$ cat config.mk
export PLATFORM = sky130hd
export DESIGN_NAME = edge_to_level_gen_flat
export DESIGN_NICKNAME = d
export VERILOG_FILES = /design/src/rtl/edge_to_level_gen_pkg.sv /design/src/rtl/edge_to_level_gen_if.sv /design/src/rtl/edge_to_level_gen_dwell_counter.sv /design/src/rtl/edge_to_level_gen.sv /design/src/flat_wrapper.sv
export SDC_FILE = /design/constraint.sdc
export NUM_CORES = 1
export LEC_CHECK = 0
export ABC_AREA = 1
export CORE_AREA = 4 4 41 43
export DETAILED_ROUTE_END_ITERATION = 10
export DIE_AREA = 0 0 45 47
export GPL_ROUTABILITY_DRIVEN = 0
export GPL_TIMING_DRIVEN = 0
export PLACE_DENSITY = 0.59
export SYNTH_ARGS = -nofsm -noshare
export SYNTH_HDL_FRONTEND = slang
export SYNTH_SLANG_ARGS = --single-unit
$ cat constraint.sdc
create_clock -name clk -period 1.4 [get_ports clk]
set_input_delay 0.42 -clock clk [delete_from_list [all_inputs] [get_ports clk]]
set_output_delay 0.42 -clock clk [all_outputs]
set_load 0.02 [all_outputs]
$ cat src/rtl/edge_to_level_gen_pkg.sv
// ---------------------------------------------------------------------------
// edge_gen_pkg
// Shared types for the edge-to-level generator.
//   state_t   : the four states of the level FSM (idle or dwelling, per level)
//   pending_t : one-deep queue of a request that arrived during a dwell
//   maxOf     : constant helper used to size the dwell counter
// ---------------------------------------------------------------------------
package edge_gen_pkg;

    typedef enum logic [1:0] {
        LOW_IDLE,
        HIGH_IDLE,
        LOW_HOLD,
        HIGH_HOLD
    } state_t;

    typedef struct packed {
        logic valid;
        logic level;
    } pending_t;

    function automatic int maxOf(input int a, input int b);
        return (a > b) ? a : b;
    endfunction

endpackage

$ cat src/rtl/edge_to_level_gen_if.sv
// ---------------------------------------------------------------------------
// edge_to_level_gen_if
// Request/level bundle of the edge-to-level generator.
//   rise_req_i / fall_req_i : one-cycle requests into the generator
//   a_o                     : generated level
//   ack_o                   : pulse in the first cycle of a new level
//   drop_o                  : pulse when a request was rejected
//   busy_o                  : dwell running or a request pending
// master drives requests (requester side), slave is the generator.
// ---------------------------------------------------------------------------
interface edge_to_level_gen_if;

    logic rise_req_i;
    logic fall_req_i;
    logic a_o;
    logic ack_o;
    logic drop_o;
    logic busy_o;

    modport master (
        output rise_req_i,
        output fall_req_i,
        input  a_o,
        input  ack_o,
        input  drop_o,
        input  busy_o
    );

    modport slave (
        input  rise_req_i,
        input  fall_req_i,
        output a_o,
        output ack_o,
        output drop_o,
        output busy_o
    );

endinterface

$ cat src/rtl/edge_to_level_gen_dwell_counter.sv
// ---------------------------------------------------------------------------
// dwell_counter
// Down-counter timing the minimum dwell of the current level.
//   clk, reset   : clock, synchronous active-high reset (counter -> 0)
//   load_i       : load load_val_i (has priority over decrement)
//   load_val_i   : remaining cycles of the new dwell minus one
//   dec_i        : decrement by one; saturates at zero
//   zero_o       : counter currently reads zero
// ---------------------------------------------------------------------------
module dwell_counter #(
    parameter int CNT_W = 2
) (
    input  logic             clk,
    input  logic             reset,
    input  logic             load_i,
    input  logic [CNT_W-1:0] load_val_i,
    input  logic             dec_i,
    output logic             zero_o
);

    logic [CNT_W-1:0] cnt_q;

    // The counter is only ever reloaded on a toggle, and the decrement stops
    // at zero, so it can never wrap around.
    always_ff @(posedge clk) begin
        if (reset) begin
            cnt_q <= '0;
        end else if (load_i) begin
            cnt_q <= load_val_i;
        end else if (dec_i && (cnt_q != '0)) begin
            cnt_q <= cnt_q - 1'b1;
        end
    end

    assign zero_o = (cnt_q == '0);

endmodule

$ cat src/rtl/edge_to_level_gen.sv
// ---------------------------------------------------------------------------
// edge_to_level_gen
// Rebuilds a glitch-free level from single-cycle rise/fall request pulses,
// holding each level for a minimum dwell and queueing one request that
// arrives while a dwell is still running.
//   clk, reset : clock, synchronous active-high reset
//   bus.slave  : rise_req_i, fall_req_i in; a_o, ack_o, drop_o, busy_o out
// Parameters: MIN_HIGH / MIN_LOW minimum cycles per level (>= 1),
//             CNT_W width of the dwell counter.
// ---------------------------------------------------------------------------
module edge_to_level_gen
    import edge_gen_pkg::*;
#(
    parameter int MIN_HIGH = 3,
    parameter int MIN_LOW  = 2,
    parameter int CNT_W    = $clog2(maxOf(MIN_HIGH, MIN_LOW) + 1)
) (
    input  logic                clk,
    input  logic                reset,
    edge_to_level_gen_if.slave  bus
);

    localparam logic [CNT_W-1:0] HIGH_LOAD = CNT_W'(MIN_HIGH - 1);
    localparam logic [CNT_W-1:0] LOW_LOAD  = CNT_W'(MIN_LOW - 1);

    state_t   state_q, state_d;
    pending_t pend_q, pend_d;
    logic     a_q, a_d;
    logic     ack_q, ack_d;
    logic     drop_q, drop_d;

    logic     targetLevel;
    logic     anyReq;
    logic     acceptReq;
    logic     inHold;
    logic     cntZero;
    logic     toggle;
    logic     setPend;
    logic     [CNT_W-1:0] cntLoadVal;

    // A request is judged against the level the output is heading to, which
    // is the queued level if one is pending. With the slot full every request
    // is rejected, so acceptance also requires an empty slot.
    always_comb begin
        targetLevel = pend_q.valid ? pend_q.level : a_q;
        anyReq      = bus.rise_req_i | bus.fall_req_i;
        acceptReq   = (bus.rise_req_i ^ bus.fall_req_i) && !pend_q.valid &&
                      (bus.rise_req_i != targetLevel);
        inHold      = (state_q == LOW_HOLD) || (state_q == HIGH_HOLD);
        // In a hold, the last dwell cycle may toggle straight away for either
        // a queued request or one arriving on that very edge.
        toggle      = inHold ? (cntZero && (pend_q.valid || acceptReq)) : acceptReq;
        setPend     = inHold && !cntZero && acceptReq;
        cntLoadVal  = a_q ? LOW_LOAD : HIGH_LOAD;
    end

    dwell_counter #(
        .CNT_W (CNT_W)
    ) u_dwell (
        .clk        (clk),
        .reset      (reset),
        .load_i     (toggle),
        .load_val_i (cntLoadVal),
        .dec_i      (inHold),
        .zero_o     (cntZero)
    );

    // Next-state of the level FSM. A toggle always lands in the HOLD state of
    // the new level and clears the pending slot; a hold whose dwell expired
    // with nothing to do falls back to IDLE of the current level.
    always_comb begin
        state_d = state_q;
        pend_d  = pend_q;
        a_d     = a_q;
        ack_d   = 1'b0;
        drop_d  = anyReq && !acceptReq;
        if (toggle) begin
            a_d          = !a_q;
            ack_d        = 1'b1;
            pend_d.valid = 1'b0;
            pend_d.level = 1'b0;
            state_d      = a_q ? LOW_HOLD : HIGH_HOLD;
        end else if (setPend) begin
            pend_d.valid = 1'b1;
            pend_d.level = bus.rise_req_i;
        end else if (inHold && cntZero) begin
            state_d = a_q ? HIGH_IDLE : LOW_IDLE;
        end
    end

    // State and registered outputs; reset drops any dwell or queued request
    // without acknowledging it.
    always_ff @(posedge clk) begin
        if (reset) begin
            state_q <= LOW_IDLE;
            pend_q  <= '0;
            a_q     <= 1'b0;
            ack_q   <= 1'b0;
            drop_q  <= 1'b0;
        end else begin
            state_q <= state_d;
            pend_q  <= pend_d;
            a_q     <= a_d;
            ack_q   <= ack_d;
            drop_q  <= drop_d;
        end
    end

    assign bus.a_o    = a_q;
    assign bus.ack_o  = ack_q;
    assign bus.drop_o = drop_q;
    assign bus.busy_o = inHold || pend_q.valid;

endmodule

$ cat src/flat_wrapper.sv
// flat-port wrapper written by rule: the top's interface ports become plain ports
module edge_to_level_gen_flat import edge_gen_pkg::*;
#(
    parameter int MIN_HIGH = 3,
    parameter int MIN_LOW  = 2,
    parameter int CNT_W    = $clog2(maxOf(MIN_HIGH, MIN_LOW) + 1)
)
  (clk, reset, bus_rise_req_i, bus_fall_req_i, bus_a_o, bus_ack_o, bus_drop_o, bus_busy_o);
  edge_to_level_gen_if bus_i ();
  input  logic clk;
  input  logic reset;
  input wire logic [$bits(bus_i.rise_req_i)-1:0] bus_rise_req_i;
  input wire logic [$bits(bus_i.fall_req_i)-1:0] bus_fall_req_i;
  output wire logic [$bits(bus_i.a_o)-1:0] bus_a_o;
  output wire logic [$bits(bus_i.ack_o)-1:0] bus_ack_o;
  output wire logic [$bits(bus_i.drop_o)-1:0] bus_drop_o;
  output wire logic [$bits(bus_i.busy_o)-1:0] bus_busy_o;
  assign bus_i.rise_req_i = bus_rise_req_i;
  assign bus_i.fall_req_i = bus_fall_req_i;
  assign bus_a_o = bus_i.a_o;
  assign bus_ack_o = bus_i.ack_o;
  assign bus_drop_o = bus_i.drop_o;
  assign bus_busy_o = bus_i.busy_o;
  edge_to_level_gen #(.MIN_HIGH(MIN_HIGH), .MIN_LOW(MIN_LOW), .CNT_W(CNT_W)) u_core (.clk(clk), .reset(reset), .bus(bus_i));
endmodule
Word-level counts from Yosys, hierarchy flattened. Cells that the tools add are included. Widths: inputs -> output; s select.

Flip-flop bits (word level): 9.

Add/sub/neg operators: 1. Equal/unequal tests: 4. Muxes and demuxes: 11. Bitwise gates (word level): 2. Reduce and logical (&&, ||, !) cells: 21.

Operators with widths (number): $mux 2 (6); $logic_and 1x1->1 (8); $reduce_bool 2->1 (3); $mux 1 (5); $eq 2x2->1 const B (2); $logic_not 1->1 (4); $logic_or 1x1->1 (3); $logic_not 2->1 (1); $ne 2x1->1 const B (1); $reduce_and 2->1 (1); $reduce_or 2->1 (1); $sub 2x1->2 const B (1); $ne 1x1->1 (1); $or 1x1->1 (1); $xor 1x1->1 (1).

Logic depth before layout (Yosys ltp). Gate-level depths: netlist of run 1.

Depth after elaboration: 8. Mapped depth: 10. Gate-level depth less buffers: 10.

Cells and area by module. Synthesis of run 1 repeated with hierarchy kept, for this count alone.

Cell total of the unflattened synthesis: 66. Area, all modules: 451.7 µm².

By module, submodules not included: edge_to_level_gen (times used 1, cells each 41, area an instance 311.5 µm²); dwell_counter (times used 1, cells each 25, area an instance 140.1 µm²).

Least setup slack after synthesis of run 1. OpenSTA, ideal clock, no wires.

Kind: input port to flip-flop. From: in bus_fall_req_i. To: reg u_core.u_dwell.cnt_q[0]. Library setup time: 119 ps. Arrival: 1238 ps. Data required time: 1281 ps. Slack: 43 ps. Cell stages on the path: 9. Buffers on the path: 0. Path through: inv_1 > ha_1 > inv_1 > nor2_4 > nand3_4 > nand2_2 > nand3_1 > nand2_1 > a21oi_1.

Cells in the longest elaborated chain, start to end: 7. Elaborated cells between the ends (all ways): 8. Those cells by class: 2 x mux; 1 x bitwise; 5 x reduce/logical.

Ends and longest elaborated chain: start, declared (RTL line flat_wrapper.sv:13) `input wire logic [$bits(bus_i.fall_req_i)-1:0] bus_fall_req_i;`; $xor 1x1->1 * (RTL line edge_to_level_gen.sv:47) `acceptReq = (bus.rise_req_i ^ bus.fall_req_i) && !pend_q.valid &&`; $logic_and 1x1->1 * (2 in a row) (RTL line edge_to_level_gen.sv:47); $logic_or 1x1->1 (RTL line edge_to_level_gen.sv:52) `toggle = inHold ? (cntZero && (pend_q.valid || acceptReq)) : acceptReq;`; $logic_and 1x1->1 (RTL line edge_to_level_gen.sv:52); $mux 1 * (RTL line edge_to_level_gen.sv:52); $mux 2 or $reduce_bool 2->1 (tied branches); end signal, assigned (RTL line edge_to_level_gen_dwell_counter.sv:29) `cnt_q <= load_val_i;`; end signal, assigned (RTL line edge_to_level_gen_dwell_counter.sv:31) `cnt_q <= cnt_q - 1'b1;`; end, declared (RTL line edge_to_level_gen_dwell_counter.sv:21) `logic [CNT_W-1:0] cnt_q;`.

Mark *: on every way between the ends. The rest lies on a longest branch, timed or not. A chain may end at the register's enable or synchronous reset.

Worst setup path in the final report of run 1.
From: reg u_core.state_q[1]. To: out bus_busy_o.

Cells in the longest elaborated chain, start to end: 3. Elaborated cells between the ends (all ways): 4. Those cells by class: 2 x eq/ne; 2 x reduce/logical.

Ends and longest elaborated chain: start, declared (RTL line edge_to_level_gen.sv:26) `state_t state_q, state_d;`; start signal, assigned (RTL line edge_to_level_gen.sv:101) `state_q <= state_d;`; $eq 2x2->1 (RTL line edge_to_level_gen.sv:49) `inHold = (state_q == LOW_HOLD) || (state_q == HIGH_HOLD);`; $logic_or 1x1->1 * (RTL line edge_to_level_gen.sv:49); $logic_or 1x1->1 * (RTL line edge_to_level_gen.sv:112) `assign bus.busy_o = inHold || pend_q.valid;`; end, declared (RTL line flat_wrapper.sv:17) `output wire logic [$bits(bus_i.busy_o)-1:0] bus_busy_o;`.

Marked as above.

==> results of run 1 <==
==> worst max path at each step <==
stage               cells after the start                      end                     from  slack [ps]
floorplan                               9  u_core.u_dwell.cnt_q[0]           bus_fall_req_i          40
global placement                       10  u_core.u_dwell.cnt_q[0]           bus_rise_req_i        -590
detailed placement                     10  u_core.u_dwell.cnt_q[0]           bus_rise_req_i        -610
CTS                                    10  u_core.u_dwell.cnt_q[1]           bus_fall_req_i           4
global route                            8        u_core.state_q[1]  u_core.u_dwell.cnt_q[0]          -5
finish                                  3               bus_busy_o        u_core.state_q[1]          50
==> kinds of logic after synthesis <==
| kind of cell | count (synthesis) | synth area share, % |
|---|---|---|
| AOI/OAI and AO/OA | 4 | 6.01 |
| xor gates and xnor gates | 1 | 2.22 |
| adders and majority gates | 2 | 6.33 |
| buffers and inverters | 13 | 12.3 |
| DFF | 7 | 35.4 |
| and+or+nand+nor | 27 | 37.7 |
==> per-stage QoR <==
| stage | utilization [%] | setup TNS, ps |
|---|---|---|
| 2_1_floorplan | - | 0 |
| 3_3_place_gp | 37.2 | -3720 |
| 3_5_place_dp | 37.2 | -3790 |
| 4_1_cts | 43.1 | 0 |
| 5_1_grt | 42.9 | -4.76 |
| 6_report | 42.9 | 0 |
==> power breakdown <==
group	switching [W]	internal, W
Clock	0.0000735	0.000109
Combinational	0.0000757	0.0000537
Sequential	0.00000670	0.000211
==> layer usage <==
layer  track usage, %  vias to the layer above  wire length, um
met5                0                        -                0
met4             7.02                        0               22
met3             3.07                        2               31
met2             13.6                        8              343
met1             10.9                      158              348
li1                 -                      193                -
==> worst reg2reg max path, cell delays in order (launching register included) <==
cell and delay [ps]:
dfxtp_1 340, inv_1 50, ha_1 200, inv_1 50
nand2_1 180, nand3_4 210, nand2_2 60, nand2_1 60
inv_1 30
==> synthesized netlist by cell type (all sizes together) <==
library cell  number  share of area (%)
a21oi              3                3.8
dfxtp              7                 35
ha                 2                6.3
inv               13                 12
nand2             17                 18
nand3              4                 11
nand4              1                1.6
nor2               5                6.6
o2111ai            1                2.2
xor2               1                2.2
==> sequential cells by signal (all words and copies together), names as in the netlist <==
register,count
u_core.bus.ack_o,1
u_core.bus.drop_o,1
u_core.pend_q,1
u_core.u_dwell.cnt_q,2
u_core.bus.a_o,1
u_core.state_q,1
==> repair_timing <==
item | CTS | global route
endpoints found under the setup margin | 11 | 6
endpoints found under the hold margin | 0 | 0
pin swaps | 9 | 7
resized for setup | 24 | 5
gates cloned | 0 | 0
setup buffers | 3 | 0
==> layout make-up <==
cell class	count	area (um^2)	share of cell area, %
Inverter	13	48.8	8.74
Sequential cell	7	141	25.3
Tap cell	15	18.8	3.36
Multi-Input combinational cell	34	253	45.3
Timing Repair Buffer	10	70.1	12.6
Clock buffer	4	26.3	4.71
==> summary.txt, run 1 <==
Critical path
  – CP Max Fanout: 4
  – CP max stage cell: dfxtp_1
  – Req. time, crit path: between 900 and 1000 ps
  – R2R Setup Slk: 100 ps
  – Worst Path Arrival: around 930 ps
  – CP Buf/Inv Count: 2
  – R2R Path Start: u_core.u_dwell.cnt_q[0]
  – Crit path cell chain: inv_1, nand2_1, buf_2
  – Kind of cell adding the most delay to the critical path: flip-flops
  – Worst Reg-to-Reg Cells: 8
  – Critical Path End Type: output pin
  – Critical path startpoint category: flip-flop
  – WS Path Type: flip-flop to output pin
  – R2r endpoint: u_core.state_q[1]
  – Crit path largest cell delay: roughly 340 ps

Drt
  – Pre-antenna DRT Iters: 4
  – Vias/cell: 4.35
  – Avg WL per Cell: about 9 um
  – Remaining antenna violation count: 0
  – Routed vias: 361
  – Routed wire length: 746 um
  – DRC Markers: 0
  – Initial DRC Count: 8

Yosys
  – Yosys warnings: 0
  – Post-synthesis sequential area ratio: 35.4%
  – Net Count, Synth: 60
  – Netlist cell types: 14
  – Avg Inst Size Synth: roughly 7.3 um^2
  – Synth Register Bits: 7
  – Mapped Cells: 54
  – Mapped Area: just under 400 um^2

Pwr
  – Power Total: 0.000530 W
  – VDD IR max: approximately 0.00054 V
  – Pwr/cell area: between 900 and 1000 nW/um^2
  – Leakage: about 0.28 nW

Placed design
  – Dpl cells: between 70 and 80
  – Post-DP HPWL: between 500 and 600 um
  – Placed Instance Area: 484 um^2
  – Pre-CTS setup slack: -607 ps
  – I/O Buffers: 7

Clock tree
  – CTS Hold Bufs: 0
  – Clk Latency, worst-skew pair: 250 ps
  – Clock Pin Slew Worst Setup and Hold Paths: approximately 50 ps
  – Clock sink total: 7
  – CTS Buf Count: 3
  – CTS HTree Levels: 1
  – CTS tree: built
  – Max Root-Sink Buffers: 2
  – CTS root buf: clkbuf_4

Floorplanning
  – Die W: between 40 and 50 um
  – CORE AREA: about 1300 um^2
  – Num rows: 13
  – Die H: between 40 and 50 um
  – Initial Utilization: a little under a third
  – I/O pins: 8
  – Die area: about 2100 um^2

Hold path
  – Hold_sp: u_core.bus.a_o
  – WHS Path Cells: 2
  – Worst Hold Class: flip-flop to flip-flop
  – Worst hold path endpoint: u_core.bus.a_o

STA
  – Fmax achieved: 743 MHz
  – Skew final: roughly 0.43 ps
  – Final setup viols: 0
  – RSZ-0062 raised after global routing: yes
  – Final worst setup slack: about 54 ps
  – Slew Limit Fails: 0
  – Slew HR: between 70% and 80%
  – Hold Violations, Final: 0
  – Post-route clock period utilization: approximately 96%
  – Slew @ Worst Pin: 309 ps
  – Minimum clock period: between 1000 and 1500 ps
  – Hold Slack: a little over 500 ps

Finish
  – Most frequent cells in the layout: nand2_1, inv_1, dfxtp_1, inv_2, nand2_2
  – Share of cells above drive strength 1: 41.2%
  – Layout Area Growth over Synthesis: 41.1%
  – N_diodes: 0
  – Most common cell after layout, fill and taps aside: nand2_1
  – Fillers: 148
  – Layout Nets: 75
  – Final instance area: ~560 um^2
  – Non-filler cells in the finished layout: 83

GRT
  – First-pass GRT wire length: approximately 1.3 mm
  – GRT overflow: 0
  – All-Layer GR Usage: under 10%
  – Antenna violations before repair: 0
  – Via count of the first global-routing pass: 330
  – Pin count of the biggest net entering global routing: 7

Status
  – Status: complete, no violations

Run
  – Max-cap violation count: 0
Power figures use the tool's default switching activity.
==> run 2: changes to the inputs <==
- CAP_MARGIN: not set -> 20
- CELL_PAD_IN_SITES_DETAIL_PLACEMENT: not set -> 1
- CELL_PAD_IN_SITES_GLOBAL_PLACEMENT: not set -> 1
- CORE_AREA: 4 4 41 43 -> 4 4 42 44
- DIE_AREA: 0 0 45 47 -> 0 0 46 48
- PLACE_DENSITY: 0.59 -> 0.72
==> run 2 against run 1 <==
  * Setup slack improved by 25 ps
  * Clock power increased by 7%
  * Hold slack got worse by 29 ps
  * Die area increased by 4.4%
  * Cell count increased by 1.2%
  * Sequential power about the same
  * Non-clock buffer count unchanged
  * Total power increased by 4.1%
  * Sequential share of layout area about the same
  * Global-route usage increased by 2.2 points
  * Critical path depth unchanged
  * Largest power group unchanged
==> summary.txt, run 2 (synthesis results as in run 1) <==
Status
  – Status: complete, no violations

Finish
  – Most frequent cells in the layout: nand2_1, inv_1, inv_2, nor2_1, dfxtp_1
  – N_diodes: 0 (unchanged)
  – Layout Nets: 75 (unchanged)
  – Most flop-heavy register: u_core.u_dwell.cnt_q
  – Largest register FFs: 2 (unchanged)
  – Layout Area Growth over Synthesis: 43.4%
  – Non-filler cells in the finished layout: 84 (+1.2%)
  – Share of cells above drive strength 1: 45.6% (+4.4 points)
  – Most common cell after layout, fill and taps aside: nand2_1

Drt
  – WL met3: 24 um (-23%)
  – Pre-antenna DRT Iters: 3 (-1)
  – Initial DRC Count: 3 (-5)
  – Vias/cell: 4.52 (+4.0%)
  – Routed vias: 380 (+5.3%)
  – Remaining antenna violation count: 0 (unchanged)
  – DRC Markers: 0 (unchanged)
  – Met2 wire length: 571 um (+66%)
  – Routed wire length: 1.01 mm (+35%)
  – Highest routed layer: met4
  – DRT met1 WL: 377 um (+8.3%)
  – Avg WL per Cell: 12.0 um (+34%)

Clock tree
  – Clock Pin Slew Worst Setup and Hold Paths: 60 ps (about the same)
  – CTS Buf Count: 3 (unchanged)
  – Max Root-Sink Buffers: 2 (unchanged)
  – Clock sink total: 7 (unchanged)
  – CTS tree: built
  – Clk Latency, worst-skew pair: 270 ps (+20 ps)
  – CTS root buf: clkbuf_4
  – CTS HTree Levels: 1 (unchanged)

Pwr
  – VDD IR max: 0.000333 V (-38%)
  – Power Total: 0.000551 W (+4.1%)
  – Pwr/cell area: 973 nW/um^2 (+2.5%)
  – Leakage: 0.283 nW (+0.54%)

GRT
  – Antenna violations before repair: 0 (unchanged)
  – First-pass GRT wire length: 1.67 mm (+24%)
  – Via count of the first global-routing pass: 392 (+19%)
  – Pin count of the biggest net entering global routing: 7 (unchanged)
  – All-Layer GR Usage: 11.4% (+2.2 points)
  – GRT overflow: 0 (unchanged)

STA
  – Skew final: 7.10 ps (+6.68 ps)
  – Hold Slack: 475 ps (-29.2 ps)
  – Slew HR: 82.2% (+2.8 points)
  – Final setup viols: 0 (unchanged)
  – Slew @ Worst Pin: 267 ps (-42.2 ps)
  – Fmax achieved: 757 MHz (+1.9%)
  – Post-route clock period utilization: 94.3% (-1.8 points)
  – Setup TNS: 0 ps (unchanged)
  – Minimum clock period: 1320 ps (-25.3 ps)
  – Hold Violations, Final: 0 (unchanged)
  – Slew Limit Fails: 0 (unchanged)

Critical path
  – CP Max Fanout: 4 (unchanged)
  – R2R Path Start: u_core.u_dwell.cnt_q[0]
  – CP Capture Point: bus_busy_o
  – Worst Path Arrival: 900 ps (-30 ps)
  – R2R Setup Slk: 110 ps (about the same)
  – Worst Reg-to-Reg Cells: 8 (unchanged)
  – Req. time, crit path: 980 ps (about the same)
  – Critical Path End Type: output pin
  – WS Path Type: flip-flop to output pin
  – Critical path startpoint category: flip-flop
  – R2r endpoint: u_core.state_q[1]
  – Crit path from: u_core.pend_q[1]

Floorplanning
  – Initial Utilization: 27.5% (-2.9 points)
  – CORE AREA: 1440 um^2 (+10%)
  – Num rows: 14 (+1)
  – Die area: 2210 um^2 (+4.4%)
  – Die H: 48 um (+2.1%)
  – I/O pins: 8 (unchanged)
  – Die W: 46 um (+2.2%)

Run
  – Max-cap violation count: 0 (unchanged)

Placed design
  – Post-DP HPWL: 690 um (+23%)
  – I/O Buffers: 7 (unchanged)
  – Dpl cells: 77 (+1.3%)

Hold path
  – Worst Hold Class: flip-flop to flip-flop
[run 2: routing by layer]
metal / vias up / global-route usage, %
met5: - / 0
met4: 0 / 10.2
met3: 3 / 2.26
met2: 7 / 21.2
met1: 177 / 10.4
li1: 193 / -
[run 2: stage by stage]
| step | area, um^2 | util (%) | setup slack [ps] |
|---|---|---|---|
| after global routing | 567 | 39.5 | -2.82 |
| after global placement | 485 | 33.8 | -583 |
| after CTS | 559 | 38.9 | 5.79 |
| after detailed placement | 485 | 33.8 | -625 |
| after floorplan | 395 | - | 43.2 |
| final | 567 | 39.5 | 79.4 |
[run 2: layout make-up]
cell class | instances | area, um^2
Fill cell | 179 | 870
Multi-Input combinational cell | 34 | 251
Sequential cell | 7 | 144
Timing Repair Buffer | 10 | 76.3
Inverter | 13 | 48.8
Clock buffer | 4 | 26.3
Tap cell | 16 | 20.0
[run 2: worst min path at each step]
stage	from	to	slack [ps]	depth (start not counted)
2_1_floorplan	reset	u_core.bus.a_o	490	1
3_3_place_gp	u_core.bus.a_o	u_core.bus.a_o	490	2
3_5_place_dp	u_core.bus.a_o	u_core.bus.a_o	510	2
4_1_cts	u_core.bus.a_o	u_core.bus.a_o	520	2
5_1_grt	u_core.bus.a_o	u_core.bus.a_o	500	2
6_report	u_core.bus.a_o	u_core.bus.a_o	480	2
[run 2: timing repair]
item                       in CTS  in global routing
hold buffers                    0                  0
setup buffers                   2                  1
pin swaps                       7                  6
setup endpoints to repair      11                  8
gates resized for setup        25                  7
[run 2: critical path: stages, from the launching register on]
cell and delay, ps:
dfxtp_2 330, inv_2 100, nand2_1 50, buf_2 150
[run 2: where the power goes]
part           internal, W  leakage, nW  switching (W)  total, W
Clock             0.000109       0.0150      0.0000857  0.000195
Sequential        0.000212       0.0585     0.00000762  0.000220
Combinational    0.0000576        0.210      0.0000787  0.000136
